`src/rtl/t05_htree_arbiter_pkg.sv`:
```
// Shared types for the htree RAM arbiter: state encoding, default widths and
// the htree element layout (max_index | child1 | child0 | sum, MSB first).
package t05_pkg;

    localparam int T05_ADDR_W   = 7;
    localparam int T05_ELEM_W   = 71;
    localparam int T05_MAX_WAIT = 15;

    typedef enum logic [1:0] {
        ST_IDLE  = 2'd0,
        ST_ISSUE = 2'd1,
        ST_WAIT  = 2'd2,
        ST_RESP  = 2'd3
    } arb_state_e;

    // Child fields are 9 bits: a leaf flag on top of an 8-bit node/symbol value.
    localparam int MAXIDX_W   = 7;
    localparam int CHILD_W    = 9;
    localparam int SUM_W      = 46;
    localparam int SUM_LSB    = 0;
    localparam int CHILD0_LSB = SUM_LSB + SUM_W;
    localparam int CHILD1_LSB = CHILD0_LSB + CHILD_W;
    localparam int MAXIDX_LSB = CHILD1_LSB + CHILD_W;

    function automatic logic [T05_ELEM_W-1:0] pack_elem(
        input logic [MAXIDX_W-1:0] max_index,
        input logic [CHILD_W-1:0]  child1,
        input logic [CHILD_W-1:0]  child0,
        input logic [SUM_W-1:0]    sum
    );
        return {max_index, child1, child0, sum};
    endfunction

endpackage

```
`src/rtl/t05_htree_arbiter_if.sv`:
```
// Single-port htree RAM bus. The arbiter drives the master side, the RAM the slave side.
interface t05_htree_arbiter_if #(
    parameter int ADDR_W = 7,
    parameter int ELEM_W = 71
);
    logic              mem_en;
    logic              mem_we;
    logic [ADDR_W-1:0] mem_addr;
    logic [ELEM_W-1:0] mem_wdata;
    logic [ELEM_W-1:0] mem_rdata;
    logic              mem_ready;

    modport master (
        output mem_en, mem_we, mem_addr, mem_wdata,
        input  mem_rdata, mem_ready
    );

    modport slave (
        input  mem_en, mem_we, mem_addr, mem_wdata,
        output mem_rdata, mem_ready
    );
endinterface

```
`src/rtl/t05_rr_grant2.sv`:
```
// Two-way round-robin grant with a 1-bit last-grant pointer (0 = writer, 1 = reader).
module t05_rr_grant2 (
    input  logic       clk,
    input  logic       rst,
    input  logic [1:0] req,
    input  logic       accept,
    output logic       gnt,
    output logic       gnt_valid
);
    logic last_q, last_d;

    always_comb begin
        gnt_valid = |req;
        if (&req) begin
            gnt = ~last_q;
        end else begin
            gnt = req[1];
        end
        last_d = (accept && gnt_valid) ? gnt : last_q;
    end

    // Pointer starts at "reader was last" so the first contention goes to the writer.
    always_ff @(posedge clk) begin
        if (rst) begin
            last_q <= 1'b1;
        end else begin
            last_q <= last_d;
        end
    end
endmodule

```
`src/rtl/t05_htree_arbiter.sv`:
```
// Arbitrates the tree builder (writer) and codebook walker (reader) onto one htree RAM.
// Optional macro HTREE_ARB_TIMEOUT_EN adds a MAX_WAIT watchdog on the RAM handshake.
module t05_htree_arbiter
    import t05_pkg::*;
#(
    parameter int ADDR_W   = T05_ADDR_W,
    parameter int ELEM_W   = T05_ELEM_W,
    parameter int MAX_WAIT = T05_MAX_WAIT
) (
    input  logic              clk,
    input  logic              rst,
    input  logic              wr_req,
    input  logic [ADDR_W-1:0] wr_index,
    input  logic [ELEM_W-1:0] wr_data,
    output logic              wr_ack,
    input  logic              rd_req,
    input  logic [ADDR_W-1:0] rd_index,
    output logic [ELEM_W-1:0] rd_data,
    output logic              rd_valid,
    t05_htree_arbiter_if.master mem,
    output logic              busy,
    output logic              owner,
    output logic              err,
    output logic [1:0]        dbg_state
);
    // Handshake: a requester raises req with index/data and holds them until it sees
    // its one-cycle wr_ack/rd_valid; the RAM answers an mem_en pulse with one mem_ready
    // cycle, any number of cycles later. Only one transaction is ever outstanding.
    localparam logic [1:0] S_IDLE  = ST_IDLE;
    localparam logic [1:0] S_ISSUE = ST_ISSUE;
    localparam logic [1:0] S_WAIT  = ST_WAIT;
    localparam logic [1:0] S_RESP  = ST_RESP;

    logic [1:0]        state_q, state_d;
    logic              we_q, we_d;
    logic [ADDR_W-1:0] addr_q, addr_d;
    logic [ELEM_W-1:0] wdata_q, wdata_d;
    logic [ELEM_W-1:0] rdata_q, rdata_d;
    logic              owner_q, owner_d;
    logic              gnt, gnt_valid;

`ifdef HTREE_ARB_TIMEOUT_EN
    localparam int CNT_W = $clog2(MAX_WAIT + 1);
    logic [CNT_W-1:0] wcnt_q, wcnt_d;
    logic             err_q, err_d;
`endif

    t05_rr_grant2 u_rr (
        .clk       (clk),
        .rst       (rst),
        .req       ({rd_req, wr_req}),
        .accept    (state_q == S_IDLE),
        .gnt       (gnt),
        .gnt_valid (gnt_valid)
    );

    always_comb begin
        state_d = state_q;
        we_d    = we_q;
        addr_d  = addr_q;
        wdata_d = wdata_q;
        rdata_d = rdata_q;
        owner_d = owner_q;
`ifdef HTREE_ARB_TIMEOUT_EN
        err_d   = err_q;
        wcnt_d  = '0;
`endif
        case (state_q)
            S_IDLE: begin
                if (gnt_valid) begin
                    owner_d = gnt;
                    we_d    = ~gnt;
                    addr_d  = gnt ? rd_index : wr_index;
                    wdata_d = gnt ? '0 : wr_data;
                    state_d = S_ISSUE;
                end
            end
            S_ISSUE: state_d = S_WAIT;
            S_WAIT: begin
                if (mem.mem_ready) begin
                    if (!we_q) begin
                        rdata_d = mem.mem_rdata;
                    end
                    state_d = S_RESP;
                end
`ifdef HTREE_ARB_TIMEOUT_EN
                // A timed-out read still completes, but with a zero element.
                else if (wcnt_q == CNT_W'(MAX_WAIT - 1)) begin
                    err_d = 1'b1;
                    if (!we_q) begin
                        rdata_d = '0;
                    end
                    state_d = S_RESP;
                end else begin
                    wcnt_d = wcnt_q + CNT_W'(1);
                end
`endif
            end
            S_RESP:  state_d = S_IDLE;
            default: state_d = S_IDLE;
        endcase
    end

    always_ff @(posedge clk) begin
        if (rst) begin
            state_q <= S_IDLE;
            we_q    <= 1'b0;
            addr_q  <= '0;
            wdata_q <= '0;
            rdata_q <= '0;
            owner_q <= 1'b0;
`ifdef HTREE_ARB_TIMEOUT_EN
            err_q   <= 1'b0;
            wcnt_q  <= '0;
`endif
        end else begin
            state_q <= state_d;
            we_q    <= we_d;
            addr_q  <= addr_d;
            wdata_q <= wdata_d;
            rdata_q <= rdata_d;
            owner_q <= owner_d;
`ifdef HTREE_ARB_TIMEOUT_EN
            err_q   <= err_d;
            wcnt_q  <= wcnt_d;
`endif
        end
    end

    assign mem.mem_en    = (state_q == S_ISSUE);
    assign mem.mem_we    = (state_q == S_ISSUE) && we_q;
    assign mem.mem_addr  = addr_q;
    assign mem.mem_wdata = wdata_q;
    assign wr_ack        = (state_q == S_RESP) && we_q;
    assign rd_valid      = (state_q == S_RESP) && !we_q;
    assign rd_data       = rdata_q;
    assign busy          = (state_q != S_IDLE);
    assign owner         = owner_q;
    assign dbg_state     = state_q;

`ifdef HTREE_ARB_TIMEOUT_EN
    assign err = err_q;
`else
    logic unused_max_wait;
    assign unused_max_wait = (MAX_WAIT > 0);
    assign err = 1'b0;
`endif
endmodule

```
`src/flat_wrapper.sv`:
```
// flat-port wrapper written by rule: the top's interface ports become plain ports
module t05_htree_arbiter_flat import t05_pkg::*;
#(
    parameter int ADDR_W   = T05_ADDR_W,
    parameter int ELEM_W   = T05_ELEM_W,
    parameter int MAX_WAIT = T05_MAX_WAIT
)
  (clk, rst, wr_req, wr_index, wr_data, wr_ack, rd_req, rd_index, rd_data, rd_valid, busy, owner, err, dbg_state, mem_mem_en, mem_mem_we, mem_mem_addr, mem_mem_wdata, mem_mem_rdata, mem_mem_ready);
  t05_htree_arbiter_if #(.ADDR_W(ADDR_W), .ELEM_W(ELEM_W)) mem_i ();
  input  logic clk;
  input  logic rst;
  input  logic wr_req;
  input  logic [ADDR_W-1:0] wr_index;
  input  logic [ELEM_W-1:0] wr_data;
  output logic wr_ack;
  input  logic rd_req;
  input  logic [ADDR_W-1:0] rd_index;
  output logic [ELEM_W-1:0] rd_data;
  output logic rd_valid;
  output logic busy;
  output logic owner;
  output logic err;
  output logic [1:0] dbg_state;
  output wire logic [$bits(mem_i.mem_en)-1:0] mem_mem_en;
  output wire logic [$bits(mem_i.mem_we)-1:0] mem_mem_we;
  output wire logic [$bits(mem_i.mem_addr)-1:0] mem_mem_addr;
  output wire logic [$bits(mem_i.mem_wdata)-1:0] mem_mem_wdata;
  input wire logic [$bits(mem_i.mem_rdata)-1:0] mem_mem_rdata;
  input wire logic [$bits(mem_i.mem_ready)-1:0] mem_mem_ready;
  assign mem_mem_en = mem_i.mem_en;
  assign mem_mem_we = mem_i.mem_we;
  assign mem_mem_addr = mem_i.mem_addr;
  assign mem_mem_wdata = mem_i.mem_wdata;
  assign mem_i.mem_rdata = mem_mem_rdata;
  assign mem_i.mem_ready = mem_mem_ready;
  t05_htree_arbiter #(.ADDR_W(ADDR_W), .ELEM_W(ELEM_W), .MAX_WAIT(MAX_WAIT)) u_core (.clk(clk), .rst(rst), .wr_req(wr_req), .wr_index(wr_index), .wr_data(wr_data), .wr_ack(wr_ack), .rd_req(rd_req), .rd_index(rd_index), .rd_data(rd_data), .rd_valid(rd_valid), .mem(mem_i), .busy(busy), .owner(owner), .err(err), .dbg_state(dbg_state));
endmodule
```
`config.mk`:
```
export PLATFORM = sky130hd
export DESIGN_NAME = t05_htree_arbiter_flat
export DESIGN_NICKNAME = d
export VERILOG_FILES = /design/src/rtl/t05_htree_arbiter_pkg.sv /design/src/rtl/t05_htree_arbiter_if.sv /design/src/rtl/t05_rr_grant2.sv /design/src/rtl/t05_htree_arbiter.sv /design/src/flat_wrapper.sv
export SDC_FILE = /design/constraint.sdc
export NUM_CORES = 1
export LEC_CHECK = 0
export ABC_AREA = 1
export BUFFER_PORTS_ARGS = -buffer_cell sky130_fd_sc_hd__buf_4
export CORE_AREA = 4 4 122 124
export DETAILED_ROUTE_END_ITERATION = 10
export DIE_AREA = 0 0 126 128
export PLACE_DENSITY = 0.84
export RECOVER_POWER = 25
export SLEW_MARGIN = 20
export SYNTH_ARGS = -nofsm -noshare
export SYNTH_HDL_FRONTEND = slang
export SYNTH_SLANG_ARGS = --single-unit
```
`constraint.sdc`:
```
create_clock -name clk -period 1.6 [get_ports clk]
set_input_delay 0.16 -clock clk [delete_from_list [all_inputs] [get_ports clk]]
set_output_delay 0.16 -clock clk [all_outputs]
set_load 0.005 [all_outputs]
```
======== Word level (Yosys, flattened, before mapping) ========
Index checks and enable logic that the tools add are counted.
cells by class
  bitwise operators ....................... 3
  mux-type cells .......................... 6
  reductions and logical operators ........ 12
  equal/unequal tests ..................... 5
operators by type and width
  operator                                               number
  two-way mux 71 bit                                     1
  case mux 2 bit (4 select lines)                        1
  two-way mux 7 bit                                      1
  AND reduction 2 bit                                    3
  equality test 2 bit, second input constant             2
  logical AND 1 bit                                      4
  two-way mux 2 bit                                      2
  NOT 1 bit                                              3
  AND reduction 3 bit                                    1
  equality test 2 x 1 -> 1 bit, second input constant    1
  logical NOT 2 bit                                      1
  inequality test 2 x 1 -> 1 bit, second input constant  1
  inequality test 2 bit, second input constant           1
  nonzero test 2 bit                                     1
  OR reduction 2 bit                                     1
  logical NOT 1 bit                                      1
  two-way mux 1 bit                                      1
storage, ports and cells
  output and inout bits ................... 158
  bits in registers ....................... 154
  bits of input ports ..................... 161

======== Logic depth before layout (Yosys ltp) ========
Gate-level depths: netlist of run 1.
  depth in word-level cells ............... 3
  depth in mapped cells ................... 8
  gate-level depth less buffers ........... 7

======== Cells and area by module ========
Synthesis of run 1 repeated with hierarchy kept, for this count alone.
second synthesis, totals
  cell total of the unflattened synthesis .. 886
  area total of the unflattened synthesis .. 6,311.1 sq um
modules (own cells, without submodules)
  module             area an instance (sq um)  times used  cells an instance
  t05_htree_arbiter  6,251.0                   1           877
  t05_rr_grant2      60.1                      1           9

======== Worst setup path after synthesis of run 1 ========
No wires, ideal clock.
  path type ............................... reg-to-reg
  from .................................... register u_core.state_q[0], in the netlist u_core.dbg_state[0]
  to ...................................... register u_core.wdata_q[58], in the netlist u_core.mem.mem_wdata[58]
  period minus slack after synthesis ...... 1.475 ns
  buffers on the path ..................... 2
  arrival time ............................ 1.343 ns
  data required time ...................... 1.468 ns
  setup time .............................. 0.132 ns
  path slack .............................. 0.125 ns
  cell stages (with the launch flop) ...... 9
  cell sequence ........................... dfxtp_1 > inv_1 > ha_1 > o21ai_4 > inv_2 > buf_4 > buf_4 > nand3_1 > a21oi_1
between the ends
  word-level cells in the longest chain between the ends .. 2
ends and longest elaborated chain
  element                        line                      RTL
  start, declared                t05_htree_arbiter.sv:34   logic [1:0] state_q, state_d;
  start signal, assigned         t05_htree_arbiter.sv:117  state_q <= state_d;
  logical NOT 2 bit              t05_htree_arbiter.sv:68   case (state_q)
  AND reduction 2 bit (no line)  n/a
  end signal, assigned           t05_htree_arbiter.sv:120  wdata_q <= wdata_d;
  end, declared                  t05_htree_arbiter.sv:37   logic [ELEM_W-1:0] wdata_q, wdata_d;
No other way between the ends.
A chain may end at the register's enable or synchronous reset.

======== Worst setup path after layout of run 1 ========
  from .................................... register u_core.state_q[0], in the netlist u_core.dbg_state[0]
  to ...................................... register u_core.rdata_q[69], in the netlist u_core.rd_data[69]
between the ends
  word-level cells in the longest chain between the ends .. 2
ends and longest elaborated chain
  element                        line                      RTL
  equality test 2 bit            t05_htree_arbiter.sv:68
  AND reduction 3 bit (no line)  n/a
  end signal, assigned           t05_htree_arbiter.sv:121  rdata_q <= rdata_d;
  end, declared                  t05_htree_arbiter.sv:38   logic [ELEM_W-1:0] rdata_q, rdata_d;
No other way between the ends.

==> out/summary.txt, run 1 <==
========================================================================================================
Status .................................................................................... finished clean
Multiplexer fraction of the synthesized cell area .........................................           0%
Number of antenna violations at the first check in global routing .........................            0
Wire length of the first global-routing pass ..............................................     34300 um
Share of total power in sequential cells ..................................................        35.9%
Critical path launch point type ...........................................................    flip-flop
Shortest clock period the worst path allows after layout ..................................      1.58 ns
Number of buffers inserted during clock tree synthesis ....................................           17
Worst min-delay path category ............................................................. input port to flip-flop
Antenna-violating nets left ...............................................................            0
Fraction of synthesis flops using an asynchronous set or reset pin ........................           0%
Seq/Total Area, Yosys .....................................................................        54.9%
Cell internal pwr .........................................................................      9.53 mW
TritonCTS clock tree ......................................................................        built
Ports .....................................................................................          319
Clk_skew ..................................................................................   0.00632 ns
Top-count cell post-synth .................................................................      dfxtp_1
Cell area after synthesis .................................................................     5610 um2
Die footprint .............................................................................    16100 um2
Leading post-synthesis cells by cell area ................................................. dfxtp_1 (55%), nor2_1 (9.7%), nand2_1 (7.5%)
Post-Synth Simple-Gate Area ...............................................................        24.7%
Post-route clock period utilization .......................................................        98.9%
Via/cell ratio ............................................................................         5.30
Maximum clock insertion buffer count ......................................................            2
Via count of the first global-routing pass ................................................         6621
Total wire length after detailed routing ..................................................     23200 um
Total power per unit cell area ............................................................  1440 nW/um2
Arr. time, crit path ......................................................................      1.92 ns
Maximum capacitance violations ............................................................            0
Number of fill cells in the layout ........................................................          989
Predominant post-synthesis flop cell ......................................................      dfxtp_1
Post-CTS clock slew at the launch and capture registers of the worst setup and hold paths .      0.06 ns
Final antenna diode count .................................................................            0
Input/output buffers ......................................................................          317
Xor and xnor fraction of the mapped netlist area ..........................................           0%
Layout cell share with drive strength beyond 1 ............................................        33.0%
Synthesized net count .....................................................................          887
Core box area .............................................................................    13800 um2
Number of endpoints failing setup at the final stage ......................................            0
Row cnt ...................................................................................           43
Unrepaired setup endpoints after global routing ...........................................          yes
Total congestion overflow after global routing ............................................            0
Die height ................................................................................       128 um
Worst EP required .........................................................................      1.93 ns
Maximum number of pins on one net before global-route repair ..............................           82
Top fanout value on the critical path .....................................................           14
Area leader, netlist ......................................................................      dfxtp_1
Post-DP HPWL ..............................................................................     13300 um
FF+latch count, synth .....................................................................          154
First-pass detailed-route iteration total .................................................            5
Worst IR Drop VDD .........................................................................       732 uV
Cell count after synthesis ................................................................          721
Switch Pwr ................................................................................      4.37 mW
Compound-gate portion of the synthesized area .............................................        13.9%
Overall power .............................................................................      13.9 mW
Register area .............................................................................     3090 um2
# H-tree levels ...........................................................................            4
Count of cell types in the netlist ........................................................           18
Overall global routing resource usage .....................................................        26.7%
Clock Tree Root ...........................................................................    clkbuf_16
Slew Viols, Final .........................................................................            0
Number of warnings reported in the yosys synthesis log ....................................            0
Area overhead of the layout relative to synthesis .........................................        72.5%
GP Congestion .............................................................................        0.815
WS Path Type .............................................................................. flip-flop to flip-flop
Number of remaining DRC errors ............................................................            0
Net switching share of the total power ....................................................        31.4%
Dominant combinational cell family by area after synthesis ................................ simple AND/OR/NAND/NOR gates
Wire per inst .............................................................................      18.0 um
Clk_lat worst skew ........................................................................      0.42 ns
Count of flip-flops with a built-in enable after synthesis ................................            0
Portion of total power attributed to the clock network ....................................        31.7%
Hold Worst Slack ..........................................................................    0.0111 ns
Die outline width .........................................................................       126 um
Final Net Count ...........................................................................         1264
Iteration-0 DRC Markers ...................................................................          459
Yosys top cell area share .................................................................        54.9%
Logic pwr share ...........................................................................        32.4%
Average instance area after synthesis .....................................................     7.79 um2
Leakage dissipation .......................................................................      4.49 nW
Timing-limited maximum frequency ..........................................................    0.632 GHz
DR vias ...................................................................................         6838
Multi-input gate area .....................................................................     2270 um2
Number of hold violations in the final report .............................................            0
Area share of fa/ha/maj cells after synthesis .............................................        1.11%
Starting density of the core ..............................................................        40.8%
Sinks on the clock net ....................................................................          154
Leading post-synthesis cells by instance count ............................................ dfxtp_1 (154), nor2_1 (145), nand2_1 (112)
Critical Path Sink Type ...................................................................    flip-flop
========================================================================================================
==> layout by cell type, fill, tap and decap left out, drive strengths merged <==
cell,instances
nor2,146
ha,5
dfxtp,154
nand3,81
dlygate4sd3,73
buf,262
bufbuf,1
conb,1
o21ai,72
a21oi,82
inv,10
clkbuf,101
nand2,114
clkinvlp,3
bufinv,4
clkinv,2
==> metrics by stage <==
step           area (um2)  instances  util, %  setup slack, ns   TNS [ns]
5_1_grt              9680       1291     70.3          -0.0403     -0.276
3_3_place_gp         8190       1177     59.5            0.117          0
4_1_cts              9610       1283     69.8           0.0138          0
6_report             9680       1291     70.3           0.0180          0
3_5_place_dp         8190       1177     59.5        -0.000378  -0.000378
2_1_floorplan        5610        721        -            0.125          0
==> timing repair <==
action                                 CTS  global route
buffers inserted                         0             5
endpoints found under the hold margin   73             0
resized for setup                        2            14
hold buffers                            73             0
setup endpoints to repair               10            47
cloned                                   1             3
pin swaps                                0             2
==> per-layer routing <==
layer	up-vias	part of all wire [%]	GRT usage (%)
met4	0	4.2	14.1
met5	-	0	0
met1	3171	35	29.2
met3	82	11	9.21
li1	3120	-	-
met2	465	50	45.8
==> power groups by stage <==
stage / sequential, mW / clock (mW) / combinational (mW)
5_1_grt: 5.07 / 4.63 / 4.88
3_5_place_dp: 5.02 / 0 / 4.02
4_1_cts: 4.95 / 4.43 / 4.33
2_1_floorplan: 5.05 / 0 / 1.81
6_report: 4.99 / 4.40 / 4.50
3_3_place_gp: 4.98 / 0 / 3.96
==> sequential cells by signal (all words and copies together), names as in the netlist <==
register and cells:
u_core.dbg_state 2, u_core.we_q 1, u_core.mem.mem_wdata 71, u_core.rd_data 71, u_core.u_rr.last_q 1, u_core.owner 1
u_core.mem.mem_addr 7
==> path summary, 6_finish.rpt <==
check	startpoint	endpoint	slack (ns)	cells after the start
worst max-delay path	u_core.dbg_state[0]	u_core.rd_data[69]	0.02	8
worst max register to register	u_core.dbg_state[0]	u_core.rd_data[69]	0.02	8
worst min register to register	u_core.mem.mem_addr[1]	u_core.mem.mem_addr[1]	0.46	2
worst min-delay path	wr_data[22]	u_core.mem.mem_wdata[22]	0.01	3
==> final cells by class <==
cell class,count,area share (%)
Timing Repair Buffer,414,35.2
Clock inverter,9,1.65
Sequential cell,154,31.9
Inverter,10,0.465
Clock buffer,23,5.04
Multi-Input combinational cell,501,23.5
Tap cell,180,2.33
==> critical path, stage by stage, from the launching register on <==
cell	delay (ns)
dfxtp_2	0.32
inv_2	0.06
ha_2	0.20
nand2_1	0.09
nor2_4	0.23
buf_4	0.17
clkbuf_16	0.16
o21ai_0	0.11
nor2_1	0.17
==> cell families after synthesis <==
logic type / Yosys count
flops: 154
other cells: 1
simple gates: 341
buf+inv: 66
compound gates: 154
fa+ha+maj: 5
Power figures use the tool's default switching activity.
==> run 2, diff against run 1 <==
PLACE_DENSITY = 0.77   (was 0.84)
==> run 2 against run 1 <==
Net effect: final area shrank 0.89%; non-clock buffer count fell by 4; largest power group unchanged; critical path depth did not move; final cell count fell by 0.54%; clock power grew 4%; critical path type unchanged; global-route usage decreased by 1.4 points; via count shrank 5.1%; core utilization is 0.63 points lower; worst hold slack improved by 0.0070 ns.
==> out/summary.txt, run 2 (same netlist as run 1, synthesis figures left out) <==
========================================================================================================
Logic pwr share ...........................................................................        30.6%
Most frequent CP cell .....................................................................        buf_4
Post-route clock period utilization .......................................................        94.1%
Layout cell share with drive strength beyond 1 ............................................        32.1%
Hold Worst Slack ..........................................................................    0.0181 ns
Cell internal pwr .........................................................................      9.60 mW
Post-DP HPWL ..............................................................................     12900 um
WS Path Type .............................................................................. flip-flop to flip-flop
DR vias ...................................................................................         6491
Status .................................................................................... finished clean
R2r setup slk .............................................................................      0.09 ns
Post-CTS clock slew at the launch and capture registers of the worst setup and hold paths .      0.06 ns
Number of endpoints failing setup at the final stage ......................................            0
Iteration-0 DRC Markers ...................................................................          491
Register area .............................................................................     3090 um2
Die height ................................................................................       128 um
Overall power .............................................................................      13.7 mW
Gate family responsible for the most delay along the worst path ........................... buffers and inverters
Die outline width .........................................................................       126 um
Multi-input gate area .....................................................................     2260 um2
Portion of total power attributed to the clock network ....................................        33.3%
Critical path launch point type ...........................................................    flip-flop
Final setup TNS ...........................................................................         0 ns
Number of remaining DRC errors ............................................................            0
Critical Path Sink Type ...................................................................    flip-flop
Post-Place Cell Area ......................................................................     8180 um2
Share of total power in sequential cells ..................................................        36.2%
Switch Pwr ................................................................................      4.13 mW
Clk_lat worst skew ........................................................................      0.42 ns
Area overhead of the layout relative to synthesis .........................................        70.9%
Ports .....................................................................................          319
Via count of the first global-routing pass ................................................         6462
Worst hold stages .........................................................................            3
Number of fill cells in the layout ........................................................         1068
Maximum clock insertion buffer count ......................................................            2
Worst IR Drop VDD .........................................................................       816 uV
Timing-limited maximum frequency ..........................................................    0.664 GHz
First-pass detailed-route iteration total .................................................            6
Die footprint .............................................................................    16100 um2
Final Net Count ...........................................................................         1260
Arr. time, crit path ......................................................................      1.86 ns
Unrepaired setup endpoints after global routing ...........................................          yes
Final design instance area without fill ...................................................     9600 um2
Total congestion overflow after global routing ............................................            0
Final antenna diode count .................................................................            0
GP Congestion .............................................................................        0.798
Cells traversed along the worst timing path ............................................... buf_4, ha_2, nand2_1, nor2_4, buf_4, buf_6, o21ai_0, nor2_1
Max incr delay on CP ......................................................................      0.34 ns
Slew Viols, Final .........................................................................            0
Clk_skew ..................................................................................   0.00821 ns
Maximum capacitance violations ............................................................            0
Wire per inst .............................................................................      16.9 um
Sinks on the clock net ....................................................................          154
Number of hold violations in the final report .............................................            0
Most frequent cells in the layout ......................................................... buf_4 (249), dfxtp_1 (152), nor2_1 (139)
Starting density of the core ..............................................................        40.8%
Row cnt ...................................................................................           43
TritonCTS clock tree ......................................................................        built
Core box area .............................................................................    13800 um2
Antenna-violating nets left ...............................................................            0
Final setup slack of the worst path .......................................................    0.0937 ns
Overall global routing resource usage .....................................................        25.3%
Total power per unit cell area ............................................................  1430 nW/um2
Worst min-delay path category ............................................................. input port to flip-flop
Number of buffers inserted during clock tree synthesis ....................................           17
Number of antenna violations at the first check in global routing .........................            0
Wire length of the first global-routing pass ..............................................     32800 um
Most common cell after layout, fill and taps aside ........................................        buf_4
Top fanout value on the critical path .....................................................           17
# H-tree levels ...........................................................................            4
Stages on the worst setup path ............................................................            8
Input/output buffers ......................................................................          317
Clock Tree Root ...........................................................................    clkbuf_16
Total wire length after detailed routing ..................................................     21700 um
Net switching share of the total power ....................................................        30.1%
Maximum number of pins on one net before global-route repair ..............................           82
Worst EP required .........................................................................      1.96 ns
Via/cell ratio ............................................................................         5.06
WP buf/inv ................................................................................            3
Shortest clock period the worst path allows after layout ..................................      1.51 ns
Leakage dissipation .......................................................................      4.46 nW
Minimum setup slack after placement .......................................................    0.0483 ns
Standard cell with the maximum stage delay on the critical path ...........................      dfxtp_2
R2r worst-path depth ......................................................................            8
========================================================================================================
-- run 2: final timing paths --
kind / from / endpoint
setup / recovery: u_core.dbg_state[1] / u_core.rd_data[38]
hold / removal: wr_data[19] / u_core.mem.mem_wdata[19]
setup reg to reg: u_core.dbg_state[1] / u_core.rd_data[38]
hold reg to reg: u_core.mem.mem_wdata[63] / u_core.mem.mem_wdata[63]
-- run 2: what timing repair did --
item | in CTS | in global routing
resized for setup | 0 | 23
buffers inserted | 0 | 1
endpoints found under the setup margin | 0 | 110
hold buffers | 77 | 0
hold endpoints to repair | 77 | 0
-- run 2: power by group through the flow --
stage               registers (mW)  logic (mW)  clock network [mW]
finish                        4.97        4.20                4.57
global route                  5.06        4.60                4.80
CTS                           4.94        4.18                4.62
detailed placement            5.01        4.01                   0
global placement              5.00        3.96                   0
floorplan                     5.05        1.81                   0
-- run 2: final cells by class --
class	instances	area share, %
Tap cell	180	2.35
Sequential cell	154	32.2
Timing Repair Buffer	410	34.5
Multi-Input combinational cell	501	23.6
Inverter	10	0.391
Clock buffer	21	5.01
Clock inverter	8	1.98
-- run 2: worst reg2reg max path, cell delays in order (launching register included) --
cell	delay, ns
dfxtp_2	0.34
buf_4	0.12
ha_2	0.18
nand2_1	0.08
nor2_4	0.16
buf_4	0.16
buf_6	0.20
o21ai_0	0.11
nor2_1	0.10
-- run 2: through the flow --
stage	cells	utilization [%]
2_1_floorplan	721	-
3_3_place_gp	1175	59.4
3_5_place_dp	1175	59.4
4_1_cts	1281	69.8
5_1_grt	1284	69.7
6_report	1284	69.7
-- run 2: per-layer routing --
| layer | GRT usage (%) | wire, um |
|---|---|---|
| met1 | 29.0 | 8320 |
| met2 | 43.0 | 10600 |
| met3 | 8.92 | 2020 |
| met4 | 10.5 | 717 |
| met5 | 0 | 0 |
